`config.mk`:
```
export PLATFORM = sky130hd
export DESIGN_NAME = qu_pipe_ctrl
export DESIGN_NICKNAME = d
export VERILOG_FILES = /design/src/rtl/qu_common.sv /design/src/rtl/qu_down_counter.sv /design/src/rtl/qu_pipe_ctrl.sv
export SDC_FILE = /design/constraint.sdc
export NUM_CORES = 1
export LEC_CHECK = 0
export ABC_AREA = 1
export CAP_MARGIN = 40
export CORE_MARGIN = 1
export CORE_UTILIZATION = 38
export CTS_CLUSTER_DIAMETER = 120
export CTS_CLUSTER_SIZE = 14
export DETAILED_ROUTE_END_ITERATION = 6
export GPL_TIMING_DRIVEN = 0
export HOLD_SLACK_MARGIN = 0.15
export PLACE_DENSITY = 0.75
export REMOVE_ABC_BUFFERS = 1
export SYNTH_ARGS = -nofsm -noshare
export SYNTH_HDL_FRONTEND = slang
export SYNTH_HIERARCHICAL = 1
export SYNTH_SLANG_ARGS = --single-unit
```
`constraint.sdc`:
```
create_clock -name clk -period 1.7 [get_ports clk]
set_input_delay 0.34 -clock clk [delete_from_list [all_inputs] [get_ports clk]]
set_output_delay 0.34 -clock clk [all_outputs]
set_load 0.005 [all_outputs]
```
`src/rtl/qu_common.sv`:
```
// Shared Qu core types and defaults for pipeline control.
// Latency: n/a (types and constants only).
// Backpressure: n/a.
package qu_common;

    localparam int QU_PC_WIDTH           = 32;
    localparam int QU_RESET_HOLD_DEFAULT = 5;
    localparam int QU_WARMUP_DEFAULT     = 20;

    typedef enum logic [1:0] {
        HOLD   = 2'd0,
        WARMUP = 2'd1,
        RUN    = 2'd2,
        FLUSH  = 2'd3
    } qu_pipe_state_t;

    typedef enum logic [1:0] {
        NONE = 2'd0,
        EXC  = 2'd1,
        BR   = 2'd2,
        JMP  = 2'd3
    } qu_redirect_cause_t;

    // Largest of three cycle counts; sizes the shared down-counter.
    function automatic int qu_max3(input int a, input int b, input int c);
        int m;
        m = (a > b) ? a : b;
        return (m > c) ? m : c;
    endfunction

endpackage

```
`src/rtl/qu_down_counter.sv`:
```
// Loadable down-counter with zero flag; saturates at zero instead of wrapping.
// Latency: load/decrement visible one cycle after the edge; zero is combinational from the count.
// Backpressure: none; en simply pauses counting.
module qu_down_counter #(
    parameter int             W       = 4,
    parameter logic [W-1:0]   RST_VAL = '0
) (
    input  logic         clk,
    input  logic         rst,
    input  logic         load,
    input  logic         en,
    input  logic [W-1:0] load_val,
    output logic         zero
);

    logic [W-1:0] cnt;

    // Load has priority over decrement; the count holds once it reaches zero.
    always_ff @(posedge clk or negedge rst) begin
        if (!rst) begin
            cnt <= RST_VAL;
        end else if (load) begin
            cnt <= load_val;
        end else if (en && (cnt != '0)) begin
            cnt <= cnt - W'(1);
        end
    end

    assign zero = (cnt == '0);

endmodule

```
`src/rtl/qu_pipe_ctrl.sv`:
```
// Pipeline control: reset/warm-up sequencing, per-stage stall/flush, redirect PC override.
// Latency: stall and RUN schedule_en are combinational; flush/override registered, one cycle.
// Backpressure: a younger-stage stall request stalls every older stage; redirects win over stall.
module qu_pipe_ctrl
    import qu_common::*;
#(
    parameter int N_STAGES      = 4,
    parameter int PC_WIDTH      = QU_PC_WIDTH,
    parameter int RESET_HOLD    = QU_RESET_HOLD_DEFAULT,
    parameter int WARMUP_CYCLES = QU_WARMUP_DEFAULT,
    parameter int FLUSH_CYCLES  = 1
) (
    input  logic                clk,
    input  logic                rst,
    input  logic                stall,
    input  logic [N_STAGES-1:0] stage_stall_req,
    input  logic                branch,
    input  logic                jump,
    input  logic                exception,
    input  logic [PC_WIDTH-1:0] redirect_pc,
    output logic                core_rst,
    output logic [N_STAGES-1:0] stage_stall,
    output logic [N_STAGES-1:0] stage_flush,
    output logic                pc_override_valid,
    output logic [PC_WIDTH-1:0] pc_override,
    output logic                schedule_en,
    output logic                busy,
    output qu_redirect_cause_t  redirect_cause
);

    localparam int CNT_MAX = qu_max3(RESET_HOLD, WARMUP_CYCLES, FLUSH_CYCLES);
    localparam int CNT_W   = $clog2(CNT_MAX + 1);

    // Counts are loaded with (cycles - 1) where the state must last exactly
    // that many cycles; WARMUP loads the full value because it lasts one
    // cycle longer than its count (one cycle even when the count is zero).
    localparam logic [CNT_W-1:0] HOLD_LD  = CNT_W'(RESET_HOLD - 1);
    localparam logic [CNT_W-1:0] WARM_LD  = CNT_W'(WARMUP_CYCLES);
    localparam logic [CNT_W-1:0] FLUSH_LD = CNT_W'(FLUSH_CYCLES - 1);

    qu_pipe_state_t     state;
    qu_redirect_cause_t cause_sel;
    logic               redirect_any;
    logic               cnt_load;
    logic               cnt_en;
    logic [CNT_W-1:0]   cnt_ld_val;
    logic               cnt_zero;
    logic               stall_acc;
    logic [N_STAGES-1:0] run_stall;

    assign redirect_any = exception | branch | jump;

    // Redirect cause priority: exception over branch over jump.
    always_comb begin
        cause_sel = JMP;
        if (exception) begin
            cause_sel = EXC;
        end else if (branch) begin
            cause_sel = BR;
        end
    end

    // One counter serves all timed states; it is reloaded on each state entry.
    always_comb begin
        cnt_load   = 1'b0;
        cnt_en     = 1'b0;
        cnt_ld_val = FLUSH_LD;
        case (state)
            HOLD: begin
                if (cnt_zero) begin
                    cnt_load   = 1'b1;
                    cnt_ld_val = WARM_LD;
                end else begin
                    cnt_en = 1'b1;
                end
            end
            WARMUP: cnt_en = 1'b1;
            RUN:    cnt_load = redirect_any;
            FLUSH: begin
                if (exception) begin
                    cnt_load = 1'b1;
                end else begin
                    cnt_en = 1'b1;
                end
            end
            default: ;
        endcase
    end

    qu_down_counter #(
        .W       (CNT_W),
        .RST_VAL (HOLD_LD)
    ) u_cnt (
        .clk      (clk),
        .rst      (rst),
        .load     (cnt_load),
        .en       (cnt_en),
        .load_val (cnt_ld_val),
        .zero     (cnt_zero)
    );

    // Suffix-OR of stall requests: a stall at stage j holds every stage i <= j.
    always_comb begin
        stall_acc = stall;
        run_stall = '0;
        for (int i = N_STAGES - 1; i >= 0; i--) begin
            stall_acc    = stall_acc | stage_stall_req[i];
            run_stall[i] = stall_acc;
        end
    end

    // Stall is all ones outside RUN/FLUSH; FLUSH clears it so flushes always land.
    always_comb begin
        case (state)
            RUN:     stage_stall = run_stall;
            FLUSH:   stage_stall = '0;
            default: stage_stall = '1;
        endcase
    end

    assign schedule_en = (state == RUN) & ~stall & ~stage_stall_req[N_STAGES-1];

    // Sequencer FSM with registered core_rst, flush, busy and PC override.
    always_ff @(posedge clk or negedge rst) begin
        if (!rst) begin
            state             <= HOLD;
            core_rst          <= 1'b1;
            stage_flush       <= '0;
            pc_override_valid <= 1'b0;
            pc_override       <= '0;
            busy              <= 1'b1;
            redirect_cause    <= NONE;
        end else begin
            pc_override_valid <= 1'b0;
            case (state)
                HOLD: begin
                    if (cnt_zero) begin
                        state    <= WARMUP;
                        core_rst <= 1'b0;
                    end
                end
                WARMUP: begin
                    if (cnt_zero) begin
                        state <= RUN;
                        busy  <= 1'b0;
                    end
                end
                RUN: begin
                    if (redirect_any) begin
                        state             <= FLUSH;
                        stage_flush       <= '1;
                        busy              <= 1'b1;
                        pc_override       <= redirect_pc;
                        pc_override_valid <= 1'b1;
                        redirect_cause    <= cause_sel;
                    end
                end
                FLUSH: begin
                    // Only an exception may preempt a flush in progress.
                    if (exception) begin
                        pc_override       <= redirect_pc;
                        pc_override_valid <= 1'b1;
                        redirect_cause    <= EXC;
                    end else if (cnt_zero) begin
                        state       <= RUN;
                        stage_flush <= '0;
                        busy        <= 1'b0;
                    end
                end
                default: state <= HOLD;
            endcase
        end
    end

endmodule

```
==> summary.md <==
| Metric | Value |
|---|---|
| Share of layout cells above drive strength 1 | about 17% |
| Synth top area share | between 50% and 60% |
| Core Area | 0.00520 mm² |
| Synth cell count leaders | nand2_1 (92), nand3_1 (45), dfrtp_1 (42) |
| Leak | approximately 1.6 nW |
| DRC | 0 |
| Synth Flop Type | dfrtp_1 |
| GRT Util Overall | 20.3% |
| Flop2flop setup slack | around 140 ps |
| Post-synth EDFFs | 0 |
| ANT nets after route | 0 |
| Hold Path Sink | core_rst |
| CP cell instances | buf_4, nand2_2, inv_4, a31oi_1, buf_2 |
| Pin count of the biggest net entering global routing | 40 |
| Die footprint | approximately 0.0058 mm² |
| CTS tree | done |
| Syn Area/Cell | 8.44 µm² |
| CTS H-tree depth | 2 |
| Achievable Freq | 596 MHz |
| Initial Util | between 40 and 50% |
| CTS Buffer Depth | 2 |
| CP Buf/Inv Count | 3 |
| Crit end category | output port |
| Worst R2R Start | u_cnt/cnt[1] |
| Ports | just under 90 |
| First-pass GRT wire length | about 9400 µm |
| TritonCTS buffer count | 5 |
| Top cells by area, synth | dfrtp_1 (50%), nand2_1 (16%), nand3_1 (11%) |
| Vias in the first global route | between 1500 and 2000 |
| Reg-to-reg endpoint | u_cnt/cnt[1] |
| Pwr dens | roughly 1700 mW/mm² |
| N_diodes | 0 |
| Slowest CP cell | dfrtp_2 |
| Final Hold Viols | 0 |
| Die Y-Extent | between 70 and 80 µm |
| Final setup fails | 0 |
| Max-cap violations | 0 |
| Min-delay src | core_rst |
| DRT Wirelength | about 6000 µm |
| Vias/cell | about 5.0 |
| Rows | 26 |
| Worst Max-Slew Pin Slew | ~570 ps |
| Final Cycle Share | just under 100% |
| Req. time, crit path | 1360 ps |
| Seq/Total Area, Yosys | 53.8% |
| P&R area growth vs syn | 57.1% |
| Max Transition Viols Final | 0 |
| CP delay by family, top | flip-flops |
| Post-DP Area | ~0.0030 mm² |
| Synth warnings | 6 |
| Synth Instances | 249 |
| Peak supply drop | approximately 0.96 mV |
| Setup CP Type | register to output port |
| Pre-Repair DR Iteration Count | 4 |
| Die outline width | roughly 76 µm |
| Crit path time final | about 1700 ps |
| Fin area | roughly 0.0033 mm² |
| DPL Wire Length | between 3000 and 4000 µm |
| Async set or reset register ratio after synthesis | 100% |
| Iter 0 DRT Violations | 98 |
| Worst hold path type | register to register |
| Remaining global-route overflow | 0 |
| Routed wire per std cell | between 10 and 15 µm |
| Final net count | just under 400 |
| Final core utilization | 63.5% |
| Layout Skew | ~6.3 ps |
| Initial antenna violation count | 0 |
| Critical path peak fanout | 3 |
| Buffers on Ports | 87 |
| Slew HR | 62.1% |
| Vias | between 2000 and 2500 |
| Status | finished, final reports clean |
| CTS clk-pin slew, worst paths | around 90 ps |
| Crit path DAT | between 1000 and 1500 ps |
| Post-Syn Area | roughly 0.0021 mm² |
| Cell taking the most area after synthesis | dfrtp_1 |
| Clk sink count | 45 |
| Most frequent cell after synthesis | nand2_1 |
| Hold Path Cell Cnt | 2 |
| Unique masters post-synth | 25 |
| Clk root buf | clkbuf_8 |
| Placer Congestion | 0.817 |
| Post-route setup TNS | 0 ps |
| Worst r2r path cells | 11 |
| Startpoint class of the critical path | register |
| Clock latency on the worst-skew pair | approximately 300 ps |
| Yosys reg bits | 45 |
| Worst path max stage delay | 430 ps |
-- layout by cell type, fill, tap and decap left out, types with 2 or more instances in the layout --
| master | synthesis | routed |
|---|---|---|
| clkdlybuf4s15_1 | 0 | 2 |
| bufinv_16 | 0 | 2 |
| buf_4 | 4 | 10 |
| a21oi_1 | 2 | 2 |
| nand2_2 | 1 | 2 |
| conb_1 | 1 | 3 |
| dlygate4sd2_1 | 0 | 2 |
| dfstp_2 | 3 | 3 |
| nand2_4 | 4 | 5 |
| dlymetal6s2s_1 | 0 | 3 |
| dfrtp_2 | 0 | 2 |
| inv_1 | 13 | 8 |
| nand2_1 | 92 | 90 |
| inv_4 | 0 | 2 |
| clkdlybuf4s50_1 | 0 | 76 |
| nand2_8 | 0 | 2 |
| buf_2 | 4 | 2 |
| clkbuf_2 | 0 | 2 |
| nand3_1 | 45 | 44 |
| dfrtp_1 | 42 | 40 |
| clkbuf_8 | 0 | 5 |
| o21ai_2 | 2 | 5 |
| nor2_1 | 11 | 9 |
| o21ai_0 | 8 | 5 |
| nor2_2 | 1 | 3 |
| inv_2 | 3 | 6 |
-- report_power, final --
part           total [mW]  leakage (nW)  switching, mW  internal, mW
clock network       0.965        0.0681          0.380         0.584
registers            1.89         0.532          0.316          1.57
logic                2.89          1.01           1.43          1.46
total                5.74          1.61           2.12          3.62
-- sequential cells by signal (all words and copies together), names as in the netlist --
name,count
state,2
core_rst,1
redirect_cause,2
stage_flush,1
pc_override,32
busy,1
u_cnt/cnt,5
pc_override_valid,1
-- worst min-delay path, stage by stage (launching register included) --
cell	delay, ps
dfstp_2	370
inv_1	40
nor2_1	40
-- worst max path at each step --
stage	from	endpoint	slack, ps	cells after the start
after global placement	rst	redirect_cause[1]	-1000	1
after CTS	state[1]	u_cnt/cnt[3]	-20	10
after global routing	state[1]	stage_stall[2]	-20	5
final	state[1]	stage_stall[2]	20	5
after detailed placement	exception	u_cnt/cnt[3]	-760	8
after floorplan	state[0]	u_cnt/cnt[0]	-90	8
-- repair_timing --
action,4_1_cts,5_1_grt
hold buffers,1,0
pin swaps,4,5
gates cloned,1,1
setup endpoints to repair,48,44
gates resized for setup,22,25
setup buffers,6,4
hold endpoints to repair,22,0
-- metrics by stage --
step | std cells | hold WS (ps) | total power, mW | worst slack [ps]
floorplan | 237 | 44.4 | 3.03 | -86.4
global placement | 394 | 434 | 4.44 | -1000
detailed placement | 395 | 370 | 4.52 | -756
CTS | 411 | 448 | 5.65 | -23.9
global route | 416 | 456 | 6.16 | -16.1
finish | 416 | 443 | 5.74 | 21.1
-- cells by family (layout without fill, tap and decap cells) --
group           count (synthesis)  count (layout)  share of synthesized area [%]
simple gates                  159             161                           33.9
flops                          45              45                           53.8
buf+inv                        30             123                           8.10
compound gates                 13              13                           3.51
fa+ha+maj                       1               1                          0.595
other cells                     1               3                          0.178
-- routing by layer --
metal	vias to the layer above	wire length [µm]	global-route usage [%]
met5	-	0	0
met4	0	62	5.77
met3	5	572	8.74
met2	78	2790	32.3
met1	993	2480	24.9
li1	985	-	-
-- layout make-up --
cell class / count / area (µm²)
fillers: 464 / 1900
flip-flops and latches: 45 / 1130
repair buffers: 99 / 968
multi-input cells: 178 / 916
well taps: 70 / 87.6
clock buffers: 5 / 68.8
clock inverters: 3 / 65.1
inverters: 16 / 65.1
(Power assumes the default switching activity.)
